===== src/rtl/booth_radix4_mult.sv =====
// -----------------------------------------------------------------------------
// booth_radix4_mult
// Sequential radix-4 (modified) Booth multiplier for the FPU mantissa path.
// Retires two multiplier bits per RUN cycle; supports signed and unsigned
// operands selected per operation.
//
// Optional feature macro: BOOTH_ACC_EN (multiply-accumulate). When defined,
// an extra input i_acc selects "o_result <= o_result + product" instead of
// overwrite. The add happens on the RUN->DONE edge, so latency is unchanged.
//
// Ports:
//   i_clk        clock, all state on rising edge
//   i_rst        synchronous active-high reset
//   i_start      start request, sampled only while o_busy==0
//   i_signed     1 = two's-complement operands, 0 = unsigned
//   i_acc        (BOOTH_ACC_EN only) accumulate into previous o_result
//   i_A, i_B     multiplicand / multiplier, sampled with i_start
//   o_busy       high in RUN
//   o_done       one-cycle pulse in DONE; o_result valid from this cycle
//   o_result     2*WIDTH-bit product, held until the next completed op
//   o_dbg_state  current FSM state (0=IDLE, 1=RUN, 2=DONE)
//
// Handshake: a start is accepted on a rising edge where i_start==1 and the
// unit is not in RUN (IDLE or DONE). o_busy is then high for exactly ITER
// cycles and o_done pulses in the following cycle. Starts seen during RUN
// are dropped, not queued. Accepting in DONE gives back-to-back operation.
// -----------------------------------------------------------------------------
module booth_radix4_mult #(
  parameter int WIDTH = 32
) (
  input  logic               i_clk,
  input  logic               i_rst,
  input  logic               i_start,
  input  logic               i_signed,
`ifdef BOOTH_ACC_EN
  input  logic               i_acc,
`endif
  input  logic [WIDTH-1:0]   i_A,
  input  logic [WIDTH-1:0]   i_B,
  output logic               o_busy,
  output logic               o_done,
  output logic [2*WIDTH-1:0] o_result,
  output logic [1:0]         o_dbg_state
);

  // One RUN cycle per pair of multiplier bits, plus one for the 2 extension bits.
  localparam int ITER = WIDTH / 2 + 1;
  localparam int CW   = $clog2(ITER);
  localparam logic [CW-1:0] CNT_INIT = CW'(ITER - 1);

  localparam logic [1:0] S_IDLE = 2'd0;
  localparam logic [1:0] S_RUN  = 2'd1;
  localparam logic [1:0] S_DONE = 2'd2;

  logic [1:0]         state_q, state_d;
  logic [CW-1:0]      cnt_q, cnt_d;
  logic [WIDTH+1:0]   m_q, m_d;     // extended multiplicand
  logic [WIDTH+1:0]   q_q, q_d;     // extended multiplier, shifts out to the right
  logic               qm1_q, qm1_d; // Booth guard bit q[-1]
  logic [WIDTH+2:0]   p_q, p_d;     // partial accumulator
  logic [2*WIDTH-1:0] res_q, res_d;
`ifdef BOOTH_ACC_EN
  logic               acc_q, acc_d;
`endif

  logic [WIDTH+2:0]          m1;      // +M sign-extended to P width
  logic [WIDTH+2:0]          m2;      // +2M; fits because M uses only WIDTH+2 bits
  logic [WIDTH+2:0]          digit;
  logic [WIDTH+2:0]          p_sum;
  logic signed [2*WIDTH+5:0] sh_in;
  logic signed [2*WIDTH+5:0] sh_out;
  logic [2*WIDTH-1:0]        prod;
  logic [2*WIDTH-1:0]        res_new;

  assign m1 = {m_q[WIDTH+1], m_q};
  assign m2 = {m_q, 1'b0};

  always_comb begin
    digit = '0;
    case ({q_q[1:0], qm1_q})
      3'b001, 3'b010: digit = m1;
      3'b011:         digit = m2;
      3'b100:         digit = -m2;
      3'b101, 3'b110: digit = -m1;
      default:        digit = '0;
    endcase
  end

  assign p_sum  = p_q + digit;
  assign sh_in  = {p_sum, q_q, qm1_q};
  assign sh_out = sh_in >>> 2;
  // Low 2*WIDTH bits of {P,Q}; bit 0 of sh_out is the guard bit.
  assign prod   = sh_out[2*WIDTH:1];

`ifdef BOOTH_ACC_EN
  assign res_new = acc_q ? (res_q + prod) : prod;  // wraps silently
`else
  assign res_new = prod;
`endif

  always_comb begin
    state_d = state_q;
    cnt_d   = cnt_q;
    m_d     = m_q;
    q_d     = q_q;
    qm1_d   = qm1_q;
    p_d     = p_q;
    res_d   = res_q;
`ifdef BOOTH_ACC_EN
    acc_d   = acc_q;
`endif
    case (state_q)
      S_IDLE, S_DONE: begin
        if (i_start) begin
          m_d     = i_signed ? {{2{i_A[WIDTH-1]}}, i_A} : {2'b00, i_A};
          q_d     = i_signed ? {{2{i_B[WIDTH-1]}}, i_B} : {2'b00, i_B};
          qm1_d   = 1'b0;
          p_d     = '0;
          cnt_d   = CNT_INIT;
          state_d = S_RUN;
`ifdef BOOTH_ACC_EN
          acc_d   = i_acc;
`endif
        end else begin
          state_d = S_IDLE;
        end
      end
      S_RUN: begin
        p_d   = sh_out[2*WIDTH+5:WIDTH+3];
        q_d   = sh_out[WIDTH+2:1];
        qm1_d = sh_out[0];
        cnt_d = cnt_q - CW'(1);
        if (cnt_q == '0) begin
          state_d = S_DONE;
          res_d   = res_new;
        end
      end
      default: state_d = S_IDLE;
    endcase
  end

  always_ff @(posedge i_clk) begin
    if (i_rst) begin
      state_q <= S_IDLE;
      cnt_q   <= '0;
      m_q     <= '0;
      q_q     <= '0;
      qm1_q   <= 1'b0;
      p_q     <= '0;
      res_q   <= '0;
`ifdef BOOTH_ACC_EN
      acc_q   <= 1'b0;
`endif
    end else begin
      state_q <= state_d;
      cnt_q   <= cnt_d;
      m_q     <= m_d;
      q_q     <= q_d;
      qm1_q   <= qm1_d;
      p_q     <= p_d;
      res_q   <= res_d;
`ifdef BOOTH_ACC_EN
      acc_q   <= acc_d;
`endif
    end
  end

  assign o_busy      = (state_q == S_RUN);
  assign o_done      = (state_q == S_DONE);
  assign o_result    = res_q;
  assign o_dbg_state = state_q;

endmodule


===== config.mk =====
export PLATFORM = sky130hd
export DESIGN_NAME = booth_radix4_mult
export DESIGN_NICKNAME = d
export VERILOG_FILES = /design/src/rtl/booth_radix4_mult.sv
export SDC_FILE = /design/constraint.sdc
export NUM_CORES = 1
export LEC_CHECK = 0
export ABC_AREA = 1
export CAP_MARGIN = 20
export CORE_UTILIZATION = 51
export CTS_CLUSTER_SIZE = 10
export DETAILED_ROUTE_END_ITERATION = 10
export GPL_TIMING_DRIVEN = 0
export PLACE_DENSITY = 0.86
export SKIP_CTS_REPAIR_TIMING = 1
export SYNTH_ARGS = -nofsm -noshare
export SYNTH_HDL_FRONTEND = slang
export SYNTH_SLANG_ARGS = --single-unit

===== constraint.sdc =====
create_clock -name i_clk -period 4.25 [get_ports i_clk]
set_clock_uncertainty 0.1 [all_clocks]
set_input_delay 0.425 -clock i_clk [delete_from_list [all_inputs] [get_ports i_clk]]
set_output_delay 0.425 -clock i_clk [all_outputs]
set_load 0.02 [all_outputs]

## Word-level counts from Yosys, hierarchy flattened

Cells that the tools add are included.

| word-level totals | value |
|---|---|
| register bits | 175 |
| output and inout port bits | 68 |
| word-level logic and storage cells | 44 |

| cells by class | value |
|---|---|
| add/subtract/negate cells | 4 |
| equality and inequality tests | 10 |
| muxes and demuxes | 14 |
| reductions and logical operators | 9 |

Operators with widths:

| operator | number |
|---|---|
| 35-bit one-hot mux with 4 select lines | 1 |
| 34-bit 2-to-1 mux | 3 |
| 35-bit negation | 2 |
| 35-bit one-hot mux with 2 select lines | 1 |
| 34-bit one-hot mux with 2 select lines | 1 |
| 35-bit adder | 1 |
| 35-bit 2-to-1 mux | 1 |
| 5-bit one-hot mux with 2 select lines | 1 |
| 3-bit equality test, second input constant | 3 |
| 3-bit by 2-bit equality test with 1-bit output, second input constant | 2 |
| 2-bit AND reduction | 3 |
| 2-bit OR reduction | 3 |
| 5-bit logical NOT | 1 |
| 5-bit 2-to-1 mux | 1 |
| 5-bit by 1-bit subtractor with 5-bit output, second input constant | 1 |
| 2-bit one-hot mux with 2 select lines | 1 |
| 3-bit by 1-bit equality test with 1-bit output, second input constant | 1 |
| 2-bit by 1-bit equality test with 1-bit output, second input constant | 1 |
| 2-bit equality test, second input constant | 1 |
| 2-bit logical NOT | 1 |
| 1-bit 2-to-1 mux | 2 |
| 2-bit 2-to-1 mux | 1 |
| 2-bit by 1-bit inequality test with 1-bit output, second input constant | 1 |
| 2-bit inequality test, second input constant | 1 |
| 2 further kinds | 2 |

## Longest topological paths before layout

| logic depth | value |
|---|---|
| depth after elaboration | 5 |
| gate-level depth with buffers | 27 |
| depth with buffers taken out | 27 |

## Worst setup path before layout

Ideal clock, no wire load.

| timing path | value |
|---|---|
| path type | register -> register |
| start point | register m_q[0] |
| end point | register res_q[58], in the netlist o_result[58] |
| setup time | 116 ps |
| data arrival time | 2970 ps |
| data required time | 4034 ps |
| setup slack | 1064 ps |
| stages on the path, launching flop included | 24 |
| buffers on the path | 0 |
| clock period less this slack | 3186 ps |
| cell sequence | dfxtp_1 inv_1 ha_1 nand2_2 nor2_4 nand3_2 nor2_1 xor2_1 inv_1 a221o_1 ha_1 nand2_1 nor2_1 nand2_1 nor2_1 nand2_1 nand3_1 nand2_1 nand2_1 nand2_1 nand2_1 nand2_1 o211ai_1 inv_1 |

| between the ends | value |
|---|---|
| longest elaborated chain between the ends | 3 |
| elaborated cells on any way between the ends | 4 |
| classes of those cells | 3 x add/sub; 1 x mux |

RTL lines:

| what | RTL line | text |
|---|---|---|
| start: declaration | 57 | `logic [WIDTH+1:0] m_q, m_d;` |
| start signal: assignment | 157 | `m_q <= m_d;` |
| 35-bit negation (on tied branches) | 84, 83 |  |
| 35-bit one-hot mux with 4 select lines (*) | 80 | `case ({q_q[1:0], qm1_q})` |
| 35-bit adder (*) | 89 | `assign p_sum = p_q + digit;` |
| end signal: assignment | 161 | `res_q <= res_d;` |
| end: declaration | 61 | `logic [2*WIDTH-1:0] res_q, res_d;` |

Mark *: on every way between the ends. The rest lies on a longest branch, timed or not.
A chain may end at the register's enable or synchronous reset.

## Final worst setup path

| timing path | value |
|---|---|
| start point | register q_q[0] |
| end point | register res_q[48], in the netlist o_result[48] |

| between the ends | value |
|---|---|
| longest elaborated chain between the ends | 4 |
| elaborated cells on any way between the ends | 10 |
| classes of those cells | 1 x add/sub; 6 x eq/ne; 1 x mux; 2 x reduce/logical |

RTL lines:

| what | RTL line | text |
|---|---|---|
| start: declaration | 58 | `logic [WIDTH+1:0] q_q, q_d;` |
| start signal: assignment | 158 | `q_q <= q_d;` |
| 3-bit equality test (tied with other cells) | 80 |  |
| 2-bit OR reduction | 80 |  |
| 35-bit one-hot mux with 4 select lines (*) | 80 |  |
| 35-bit adder (*) | 89 |  |

Marks and branches as above.

==> qor.csv <==
stage;metric;value;unit
sta;Fin. Hold Viols;0;
yosys;largest family of logic cells by synthesized area;simple AND/OR/NAND/NOR gates;
worst_setup_path;Critical Path Source Type;flop;
worst_setup_path;crit path capture type;flop;
min_path;hold path depth;1;
yosys;Syn Nets;1609;
yosys;post-synthesis area per instance;6.73;um2
power_and_ir_drop;Int Pwr;2.97;mW
yosys;main flop type after synthesis;dfxtp_1;
worst_setup_path;worst-path fanout max;10;
yosys;Yosys top cell by area;dfxtp_1;
yosys;Synth Register Bits;172;
worst_setup_path;Critical Path, Cell by Cell;nand2_1 -> inv_1 -> nor2_1 -> inv_1 -> nor2_4 -> inv_2 -> clkbuf_1 -> o211ai_1 -> buf_4 -> fa_1 -> nand3_1 -> nand3_2 -> nand2_1 -> nand2_1 -> nand3_1 -> nand2_1 -> or2_2 -> nand2_1 -> nand2_1 -> o211ai_1 -> inv_1;
sta;unrepaired setup endpoints after global routing;no;
sta;Max Freq;249;MHz
grt;GRT Util Overall;34.3;%
yosys;Synth Area in Compound Gates;20.7;%
route;DR DRC count;0;
worst_setup_path;CP most frequent cell;nand2_1;
yosys;Ys Warns;0;
die;die height;143;um
power_and_ir_drop;PD cells;372;nW/um2
cts;clock slew at reported path FFs;0.08;ns
finish;P&R area growth vs syn;22.8;%
sta;Final Cycle Share;94.7;%
cts;total CTS buffers;17;
finish;filler instances;1830;
yosys;multiplexer area fraction after synthesis;0;%
yosys;Synth Area in XOR/XNOR;3.64;%
cts;Clock Tree Buf Depth;2;
grt;pin count of the biggest net entering global routing;19;
worst_setup_path;worst setup path start;q_q[0]$_SDFFE_PP0P_;
power_and_ir_drop;worst vdd ir;0.000271;V
route;vias;10900;
die;initial core utilization;52.0;%
yosys;Synth area leaders;dfxtp_1, nand2_1, nor2_1;
power_and_ir_drop;share of power burned in registers;40.0;%
sta;Worst-Margin Slew;0.843;ns
sta;Hold WS;0.361;ns
die;die width;143;um
worst_setup_path;slowest stage delay, CP;0.51;ns
sta;setup TNS;0;ns
route;WL final;34600;um
status;status;completed;
yosys;Cell variety after synth;50;
worst_setup_path;R2R Path End;o_result[48]$_SDFFE_PP0P_;
placed_design;dpl hpwl;27100;um
sta;worst rel slew slack;43.8;%
finish;diode count;0;
yosys;Synth Area in Simple Gates;28.3;%
finish;commonest cells after routing, fill and taps aside;nand2_1, nor2_1, dfxtp_1;
power_and_ir_drop;Tot Pwr;4.62;mW
cts;root buffer cell;clkbuf_16;
die;full die area;20400;um2
worst_setup_path;CP max stage cell;fa_1;
finish;Final #Nets;1765;
route;vias per cell;5.63;
yosys;Seq/Total Area, Yosys;34.0;%
worst_setup_path;critical path arrival;4.25;ns
worst_setup_path;R2R depth;21;
route;DRT iter0 DRCs;793;
worst_setup_path;reg-to-reg critical path startpoint;q_q[0]$_SDFFE_PP0P_;
yosys;synthesized instance count;1503;
power_and_ir_drop;Psw;1.65;mW
yosys;cell area after synthesis;10100;um2
grt;global route total overflow;0;
cts;TritonCTS clock tree;built;
finish;ratio of cells with drive above 1 in the final layout;7.12;%
die;Rows;51;
power_and_ir_drop;combinational power share;25.8;%
sta;minimum clock period;4.02;ns
worst_setup_path;Worst EP required;4.48;ns
cts;Clock Latency Late Sink;0.44;ns
route;drt pass-1 iters;5;
cts;H-tree Lvls;4;
cts;clock sink total;172;
grt;first-pass GRT wire length;53100;um
power_and_ir_drop;Clock power frac;34.2;%
yosys;number of synthesized flops with an enable pin;0;
worst_setup_path;Critical Path Sink;o_result[48]$_SDFFE_PP0P_;
yosys;Synth Area in Adders;4.77;%
yosys;Yosys top cell area share;34.0;%
worst_setup_path;Reg2Reg Setup Slack;0.23;ns
yosys;Async SR Flop Fraction;0;%
worst_setup_path;critical path class;reg2reg;
route;Post-DRT Antenna Nets;0;
die;Top Ports;136;
power_and_ir_drop;Leak Pwr;5.29;nW
min_path;worst hold path class;reg2reg;
power_and_ir_drop;sw frac;35.7;%
job;max cap viols;0;
route;post-DR wirelength/cell;17.9;um
placed_design;GPL Wtd Cong;1.02;
sta;fin. max-slew vios;0;
finish;most common cell after layout, fill and taps aside;nand2_1;
placed_design;IO Port Bufs;134;
die;area of the core;19500;um2
grt;antenna violations before repair;0;
sta;final setup fails;0;
grt;vias in the first global route;10100;
## final cells by class
cell class                      count  area, um2  share of cell area (%)
Inverter                          156        587                    4.72
Timing Repair Buffer              137       1360                    11.0
Sequential cell                   172       3440                    27.7
Clock buffer                       18        429                    3.45
Tap cell                          265        332                    2.67
Buffer                             69        280                    2.26
Clock inverter                     14        153                    1.23
Multi-Input combinational cell   1106       5840                    47.0
## power by group through the flow
stage	logic, mW	registers [mW]	clock network, mW
2_1_floorplan	0.638	1.94	0
3_3_place_gp	1.14	1.88	0
3_5_place_dp	1.16	1.88	0
4_1_cts	1.17	1.84	1.58
5_1_grt	1.30	1.86	1.65
6_report	1.19	1.85	1.58
## flip-flops by register name (all words and copies together) (netlist names)
name / cells
p_q: 33
cnt_q: 5
m_q: 33
q_q: 34
o_dbg_state: 2
qm1_q: 1
o_result: 64
## kinds of logic after synthesis
| logic type | Yosys count |
|---|---|
| and+or+nand+nor | 663 |
| DFF | 172 |
| adders and majority gates | 38 |
| xor gates and xnor gates | 42 |
| AOI/OAI and AO/OA | 363 |
| buffers and inverters | 225 |
## worst min path at each step
stage / startpoint / end / slack, ns
2_1_floorplan: cnt_q[0]$_SDFFE_PP0P_ / cnt_q[0]$_SDFFE_PP0P_ / 0.32
3_3_place_gp: cnt_q[0]$_SDFFE_PP0P_ / cnt_q[0]$_SDFFE_PP0P_ / 0.34
6_report: cnt_q[0]$_SDFFE_PP0P_ / cnt_q[0]$_SDFFE_PP0P_ / 0.36
4_1_cts: cnt_q[0]$_SDFFE_PP0P_ / cnt_q[0]$_SDFFE_PP0P_ / 0.36
5_1_grt: p_q[0]$_SDFFE_PP0P_ / p_q[0]$_SDFFE_PP0P_ / 0.38
3_5_place_dp: cnt_q[0]$_SDFFE_PP0P_ / cnt_q[0]$_SDFFE_PP0P_ / 0.35
## cells in the mapped netlist (all sizes together), types with 3 or more instances
master / n
nand4: 18
or2: 5
nor3: 9
dfxtp: 172
buf: 18
nor2: 231
o21bai: 4
nand2: 327
a221oi: 21
o211ai: 8
clkbuf: 51
nand3b: 4
o21ai: 130
nor4: 3
o21a: 3
ha: 37
a31oi: 19
xor2: 40
nand3: 66
a21o: 5
o22ai: 9
a221o: 3
a21oi: 140
inv: 154
o2111ai: 11
## through the flow
stage	setup WS, ns	area [um2]	util, %	std cells
floorplan	1.06	10100	-	1503
global placement	0.206	11800	60.6	1902
detailed placement	0.203	11800	60.6	1902
CTS	0.173	12400	63.6	1934
global route	0.00793	12400	63.9	1937
finish	0.226	12400	63.9	1937
## worst max-delay path, delay by kind of cell (launching register included)
family	cells	cell delay [ns]
AOI/OAI and AO/OA	2	0.26
adders and majority gates	1	0.51
buffers and inverters	6	1.14
DFF	1	0.38
and+or+nand+nor	12	1.52
## routing by layer
layer,share of wire (%),global-route usage (%)
met1,43,44.2
met2,45,54.3
met3,7.7,6.84
met5,0,0
met4,4.3,17.3
Note: power is estimated with default switching activity, not from simulation.
